[src/rtl/spmv_pkg.sv]
// Shared SpMV definitions: AXI read constants, default widths and a constant-safe clog2.
package spmv_pkg;

  localparam int DEF_ADDR_WIDTH = 48;
  localparam int DEF_DATA_WIDTH = 32;

  localparam logic [2:0] ARSIZE_4B       = 3'b010;
  localparam logic [1:0] ARBURST_INCR    = 2'b01;
  localparam logic [3:0] ARCACHE_DEFAULT = 4'b0010;

  function automatic int clog2(input int n);
    int r;
    r = 0;
    for (int v = n - 1; v > 0; v = v >> 1) begin
      r++;
    end
    return r;
  endfunction

endpackage

[src/rtl/spmv_pend_fifo.sv]
// Pending-entry FIFO: one-cycle write-to-read, pop data read straight from the head slot.
// Push is ignored when full and pop when empty; freeing by a same-cycle pop is not seen by full.
module spmv_pend_fifo
  import spmv_pkg::*;
#(
  parameter int WIDTH = 33,
  parameter int DEPTH = 16,
  localparam int PTR_W = clog2(DEPTH),
  localparam int CNT_W = PTR_W + 1
) (
  input  logic             clk,
  input  logic             rst,
  input  logic             push_i,
  input  logic [WIDTH-1:0] push_dat_i,
  input  logic             pop_i,
  output logic [WIDTH-1:0] pop_dat_o,
  output logic [CNT_W-1:0] count_o,
  output logic             full_o,
  output logic             empty_o
);

  logic [WIDTH-1:0] mem_q [DEPTH];
  logic [PTR_W-1:0] wr_ptr_q, wr_ptr_d;
  logic [PTR_W-1:0] rd_ptr_q, rd_ptr_d;
  logic [CNT_W-1:0] count_q, count_d;
  logic             do_push;
  logic             do_pop;

  assign full_o    = (count_q == CNT_W'(DEPTH));
  assign empty_o   = (count_q == '0);
  assign count_o   = count_q;
  assign do_push   = push_i & ~full_o;
  assign do_pop    = pop_i & ~empty_o;
  assign pop_dat_o = mem_q[rd_ptr_q];

  always_comb begin
    wr_ptr_d = wr_ptr_q;
    rd_ptr_d = rd_ptr_q;
    count_d  = count_q;
    if (do_push) wr_ptr_d = wr_ptr_q + 1'b1;
    if (do_pop)  rd_ptr_d = rd_ptr_q + 1'b1;
    case ({do_push, do_pop})
      2'b10:   count_d = count_q + 1'b1;
      2'b01:   count_d = count_q - 1'b1;
      default: count_d = count_q;
    endcase
  end

  always_ff @(posedge clk or posedge rst) begin
    if (rst) begin
      wr_ptr_q <= '0;
      rd_ptr_q <= '0;
      count_q  <= '0;
    end else begin
      wr_ptr_q <= wr_ptr_d;
      rd_ptr_q <= rd_ptr_d;
      count_q  <= count_d;
    end
  end

  // Storage carries no reset; validity is tracked purely by the pointers.
  always_ff @(posedge clk) begin
    if (do_push) mem_q[wr_ptr_q] <= push_dat_i;
  end

endmodule

[src/rtl/spmv_x_gather.sv]
// SpMV x gather: one 4-byte AXI read per column entry, responses paired in order with held a values.
// One register stage on AR and on pair output; accepts 1 entry/cycle until MAX_OUTSTANDING are pending.
module spmv_x_gather
  import spmv_pkg::*;
#(
  parameter int ADDR_WIDTH      = DEF_ADDR_WIDTH,
  parameter int DATA_WIDTH      = DEF_DATA_WIDTH,
  parameter int IDX_WIDTH       = 32,
  parameter int ID_WIDTH        = 1,
  parameter int MAX_OUTSTANDING = 16,
  localparam int CNT_W          = clog2(MAX_OUTSTANDING) + 1
) (
  input  logic                  clk,
  input  logic                  rst,
  input  logic [ADDR_WIDTH-1:0] x_base,

  input  logic                  s_col_valid,
  output logic                  s_col_ready,
  input  logic [IDX_WIDTH-1:0]  s_col_idx,
  input  logic [DATA_WIDTH-1:0] s_col_aval,
  input  logic                  s_col_last,

  output logic [ID_WIDTH-1:0]   m_axi_arid,
  output logic [ADDR_WIDTH-1:0] m_axi_araddr,
  output logic [7:0]            m_axi_arlen,
  output logic [2:0]            m_axi_arsize,
  output logic [1:0]            m_axi_arburst,
  output logic                  m_axi_arlock,
  output logic [3:0]            m_axi_arcache,
  output logic [2:0]            m_axi_arprot,
  output logic [3:0]            m_axi_arqos,
  output logic                  m_axi_arvalid,
  input  logic                  m_axi_arready,

  input  logic [DATA_WIDTH-1:0] m_axi_rdata,
  input  logic [1:0]            m_axi_rresp,
  input  logic [ID_WIDTH-1:0]   m_axi_rid,
  input  logic                  m_axi_rlast,
  input  logic                  m_axi_rvalid,
  output logic                  m_axi_rready,

  output logic                  m_pair_valid,
  input  logic                  m_pair_ready,
  output logic [DATA_WIDTH-1:0] m_pair_aval,
  output logic [DATA_WIDTH-1:0] m_pair_xval,
  output logic                  m_pair_last,
  output logic                  m_pair_err,

  output logic                  orphan_err,
  output logic [CNT_W-1:0]      outstanding,
  output logic                  busy
);

  logic                  arvalid_q, arvalid_d;
  logic [ADDR_WIDTH-1:0] araddr_q, araddr_d;
  logic                  pair_valid_q, pair_valid_d;
  logic [DATA_WIDTH-1:0] pair_aval_q, pair_aval_d;
  logic [DATA_WIDTH-1:0] pair_xval_q, pair_xval_d;
  logic                  pair_last_q, pair_last_d;
  logic                  pair_err_q, pair_err_d;
  logic                  orphan_q, orphan_d;

  logic                  col_hs, ar_hs, r_hs, pair_hs;
  logic                  r_take, r_orphan;
  logic                  fifo_full, fifo_empty;
  logic [DATA_WIDTH:0]   push_dat, pop_dat;

  // R beat ID and RLAST carry no information for single-beat in-order reads.
  logic unused_r_sideband;
  assign unused_r_sideband = ^{m_axi_rid, m_axi_rlast};

  assign s_col_ready  = (~arvalid_q | m_axi_arready) & ~fifo_full;
  assign m_axi_rready = ~pair_valid_q | m_pair_ready;

  assign col_hs   = s_col_valid & s_col_ready;
  assign ar_hs    = arvalid_q & m_axi_arready;
  assign r_hs     = m_axi_rvalid & m_axi_rready;
  assign pair_hs  = pair_valid_q & m_pair_ready;
  assign r_take   = r_hs & ~fifo_empty;
  assign r_orphan = r_hs & fifo_empty;
  assign push_dat = {s_col_aval, s_col_last};

  spmv_pend_fifo #(
    .WIDTH (DATA_WIDTH + 1),
    .DEPTH (MAX_OUTSTANDING)
  ) u_pend (
    .clk        (clk),
    .rst        (rst),
    .push_i     (col_hs),
    .push_dat_i (push_dat),
    .pop_i      (r_take),
    .pop_dat_o  (pop_dat),
    .count_o    (outstanding),
    .full_o     (fifo_full),
    .empty_o    (fifo_empty)
  );

  always_comb begin
    arvalid_d = arvalid_q;
    araddr_d  = araddr_q;
    if (ar_hs) arvalid_d = 1'b0;
    // Address arithmetic is done at ADDR_WIDTH so it wraps rather than carrying out.
    if (col_hs) begin
      arvalid_d = 1'b1;
      araddr_d  = x_base + (ADDR_WIDTH'(s_col_idx) << 2);
    end
  end

  always_comb begin
    pair_valid_d = pair_valid_q;
    pair_aval_d  = pair_aval_q;
    pair_xval_d  = pair_xval_q;
    pair_last_d  = pair_last_q;
    pair_err_d   = pair_err_q;
    orphan_d     = orphan_q | r_orphan;
    if (pair_hs) pair_valid_d = 1'b0;
    if (r_take) begin
      pair_valid_d = 1'b1;
      pair_aval_d  = pop_dat[DATA_WIDTH:1];
      pair_xval_d  = m_axi_rdata;
      pair_last_d  = pop_dat[0];
      pair_err_d   = (m_axi_rresp != 2'b00);
    end
  end

  always_ff @(posedge clk or posedge rst) begin
    if (rst) begin
      arvalid_q    <= 1'b0;
      araddr_q     <= '0;
      pair_valid_q <= 1'b0;
      pair_aval_q  <= '0;
      pair_xval_q  <= '0;
      pair_last_q  <= 1'b0;
      pair_err_q   <= 1'b0;
      orphan_q     <= 1'b0;
    end else begin
      arvalid_q    <= arvalid_d;
      araddr_q     <= araddr_d;
      pair_valid_q <= pair_valid_d;
      pair_aval_q  <= pair_aval_d;
      pair_xval_q  <= pair_xval_d;
      pair_last_q  <= pair_last_d;
      pair_err_q   <= pair_err_d;
      orphan_q     <= orphan_d;
    end
  end

  assign m_axi_arid    = '0;
  assign m_axi_araddr  = araddr_q;
  assign m_axi_arlen   = 8'd0;
  assign m_axi_arsize  = ARSIZE_4B;
  assign m_axi_arburst = ARBURST_INCR;
  assign m_axi_arlock  = 1'b0;
  assign m_axi_arcache = ARCACHE_DEFAULT;
  assign m_axi_arprot  = 3'd0;
  assign m_axi_arqos   = 4'd0;
  assign m_axi_arvalid = arvalid_q;

  assign m_pair_valid = pair_valid_q;
  assign m_pair_aval  = pair_aval_q;
  assign m_pair_xval  = pair_xval_q;
  assign m_pair_last  = pair_last_q;
  assign m_pair_err   = pair_err_q;
  assign orphan_err   = orphan_q;
  assign busy         = (outstanding != '0) | arvalid_q | pair_valid_q;

endmodule

[config.mk]
export PLATFORM = sky130hd
export DESIGN_NAME = spmv_x_gather
export DESIGN_NICKNAME = d
export VERILOG_FILES = /design/src/rtl/spmv_pkg.sv /design/src/rtl/spmv_pend_fifo.sv /design/src/rtl/spmv_x_gather.sv
export SDC_FILE = /design/constraint.sdc
export NUM_CORES = 1
export LEC_CHECK = 0
export CAP_MARGIN = 5
export CORE_ASPECT_RATIO = 0.9
export CORE_UTILIZATION = 56
export CTS_CLUSTER_SIZE = 24
export DETAILED_ROUTE_END_ITERATION = 16
export PLACE_DENSITY = 0.91
export SLEW_MARGIN = 40
export SYNTH_ARGS = -nofsm -noshare
export SYNTH_HDL_FRONTEND = slang
export SYNTH_SLANG_ARGS = --single-unit
[constraint.sdc]
create_clock -name clk -period 5.18 [get_ports clk]
set_input_delay 1.295 -clock clk [delete_from_list [all_inputs] [get_ports clk]]
set_output_delay 1.295 -clock clk [all_outputs]
set_load 0.05 [all_outputs]
==> reports/summary.txt <==
status: complete, but fails checks
failing checks: DRC
Cells after Synth: 1,531
met1 usage: 0.3541
Tcrit/Tclk final: 0.7923
Hold Buf Count CTS: 0
post-CTS setup buffers: 0
R2R Setup Slk: 1.74 ns
chip width: 234.0 um
Layout Utilization: 0.6845
Critical Path, Cell by Cell: clkdlybuf4s50_1 > nor2b_1 > a21oi_1 > clkdlybuf4s50_1
hpwl dp: 39,300 um
clk root buf: clkbuf_16
peak supply drop: 0.0003528 V
crit path DAT: 2.81 ns
clk_skew: 0.02116 ns
first-pass GRT wire length: 101,300 um
Worst slew margin: 0.4712
Hold Fails Final Rpt: 0
clock net sink count: 658
initial DRC count: 1,606
row count: 76
CP Max Fanout: 2
Slew Viols, Final: 0
Post-Route WL: 69,580 um
drt first pass iters: 11
Die Footprint: 49,310 sq um
delay-heaviest family, CP: buffers and inverters
Synth warnings: 0
Async SR Flop Fraction: 0.1976
main area contributors after synthesis: edfxtp_1 (58%), mux4_2 (14%), dfrtp_1 (12%)
synth cell count leaders: edfxtp_1 (528), nand2_1 (185), mux4_2 (165)
H-tree levels: 3
post-synthesis sequential area ratio: 0.7047
number of CTS-inserted buffers: 67
number of distinct library cells after synthesis: 63
CP Launch Type: input pin
share of post-route cells with drive strength above 1: 0.1918
Layout Nets: 2,032
# setup viols final: 0
#FFs+latches synth: 658
M3 GR Usage: 0.05292
Max-Cap Viols: 0
EDFF count, synth: 528
detailed-route DRC error count: 5
post-CTS sizing: 0
CP Data Required Time: 3.88 ns
DR WL/cell: 27.66 um
vias in the first global route: 16,120
Routability Congestion: 0.9466
top-area cell type share of the netlist area: 0.5847
Main synth FF type: edfxtp_1
num ports: 306
total gr overflow: 0
leading area contributor after synthesis: edfxtp_1
via/cell ratio: 6.224
Tmin final: 4.104 ns
met2 GRT Util: 0.4905
CP dominant cell by count: clkdlybuf4s50_1
initial antenna violation count: 5
Worst Path Buf+Inv: 2
Slew @ Worst Pin: 0.7933 ns
Port Buffers: 277
Initial Utilization: 0.5669
syn avg cell area: 17.71 sq um
CP peak stage delay: 0.84 ns
PwrDens: 539.2 nW/um^2
Crit. End Element: output port
Setup CP Type: in2out
die height: 210.8 um
CTS tree: yes
vias post-DR: 15,650
RSZ-0062 raised after global routing: false
Core Area: 47,830 sq um
Post-DRT Antenna Nets: 0
Slowest cell on crit path: clkdlybuf4s50_1
clock slew at reported path FFs: 0.06 ns
Area Growth Syn to Fin: 20.74%
most common cell in the netlist: edfxtp_1
Hold Crit Class: reg2reg
Clock Path Buffers: 3
Most Used Layer, Global Route: met2
GRT Total Usage: 0.2862
largest net degree at the start of global routing: 90
Synth Cell Area: 27,120 sq um
setup TNS: 0 ns
Clock Latency Late Sink: 0.61 ns
fmax: 243.7 MHz
Lkg Pwr: 11.43 nW
==> cell type report <==
cell class / count / area (sq um)
Sequential cell: 658 / 19120
Timing Repair Buffer: 309 / 3126
Multi-Input combinational cell: 782 / 7545
Inverter: 17 / 71.32
Clock inverter: 32 / 286.5
Fill cell: 2893 / 15090
Tap cell: 624 / 780.7
Clock buffer: 89 / 1800
Antenna cell: 4 / 10.01
==> report_power, final <==
part / total, mW / switching (mW) / leakage, nW / internal [mW]
clock network: 4.67 / 2.05 / 1.01 / 2.63
registers: 7.09 / 0.640 / 6.31 / 6.45
logic: 5.89 / 3.32 / 4.11 / 2.57
==> sequential cells by signal (all words and copies together) (netlist names) <==
| name | cells |
|---|---|
| orphan_err | 1 |
| m_axi_arvalid | 1 |
| m_pair_last | 1 |
| m_axi_araddr | 48 |
| m_pair_valid | 1 |
| u_pend.mem_q | 528 |
| m_pair_xval | 32 |
| u_pend.wr_ptr_q | 4 |
| m_pair_aval | 32 |
| m_pair_err | 1 |
| u_pend.count_o | 5 |
| u_pend.rd_ptr_q | 4 |
==> placed cells by master (no fill, tap or decap), types with 23 or more instances in the layout <==
cell,n
xor2_1,23
nand2_1,185
o21ai_0,54
nor2_1,29
a21oi_1,42
dfrtp_1,126
mux4_2,165
ha_1,41
edfxtp_1,528
mux2_2,34
clkdlybuf4s50_1,277
conb_1,26
clkbuf_16,68
buf_4,23
==> worst register-to-register path: stages, from the launching register on <==
cell	delay, ns
dfrtp_1	0.47
nor4_1	0.48
a21oi_1	0.17
and2_1	0.33
inv_2	0.19
ha_1	0.39
xor2_1	0.21
ha_1	0.22
o21ai_0	0.08
a21oi_1	0.25
a21oi_1	0.13
xor2_1	0.16
nor2_1	0.13
xor2_1	0.15
==> metal layers <==
metal / vias up / share of wire / routed length [um]
met3: 196 / 0.073 / 5069
met5: - / 0.00019 / 13
met4: 2 / 0.043 / 3021
met2: 858 / 0.52 / 36470
met1: 8028 / 0.36 / 25000
li1: 6570 / - / -
==> through the flow <==
stage / area [sq um] / hold WS (ns) / cells / worst slack, ns / power, mW
after global placement: 30610 / 0.4584 / 2389 / 0.5614 / 12.75
final: 32740 / 0.4734 / 2515 / 1.076 / 17.66
after detailed placement: 30640 / 0.4621 / 2390 / 0.5446 / 12.98
after floorplan: 27210 / 0.5166 / 1555 / 0.4157 / 11.02
after CTS: 32730 / 0.4766 / 2511 / 1.078 / 17.74
after global routing: 32740 / 0.5006 / 2515 / 0.9141 / 18.23
==> final timing paths <==
check / start / end / cells past startpoint
setup / recovery: m_axi_arready / s_col_ready / 4
hold / removal: m_pair_xval[31] / m_pair_xval[31] / 2
setup reg to reg: u_pend.count_o[1] / u_pend.count_o[4] / 13
hold reg to reg: m_pair_xval[31] / m_pair_xval[31] / 2
max in group asynchronous: rst / m_axi_araddr[39] / 3
min in group asynchronous: rst / m_axi_araddr[1] / 2
==> cells by family after synthesis <==
family	after synthesis	synth area share
xor+xnor	44	0.01421
buf+inv	115	0.02159
flops	658	0.7047
fa+ha+maj	42	0.01966
simple gates	302	0.05039
other cells	2	0.0002769
compound gates	169	0.03807
mux	199	0.1512
Power figures use the tool's default switching activity.
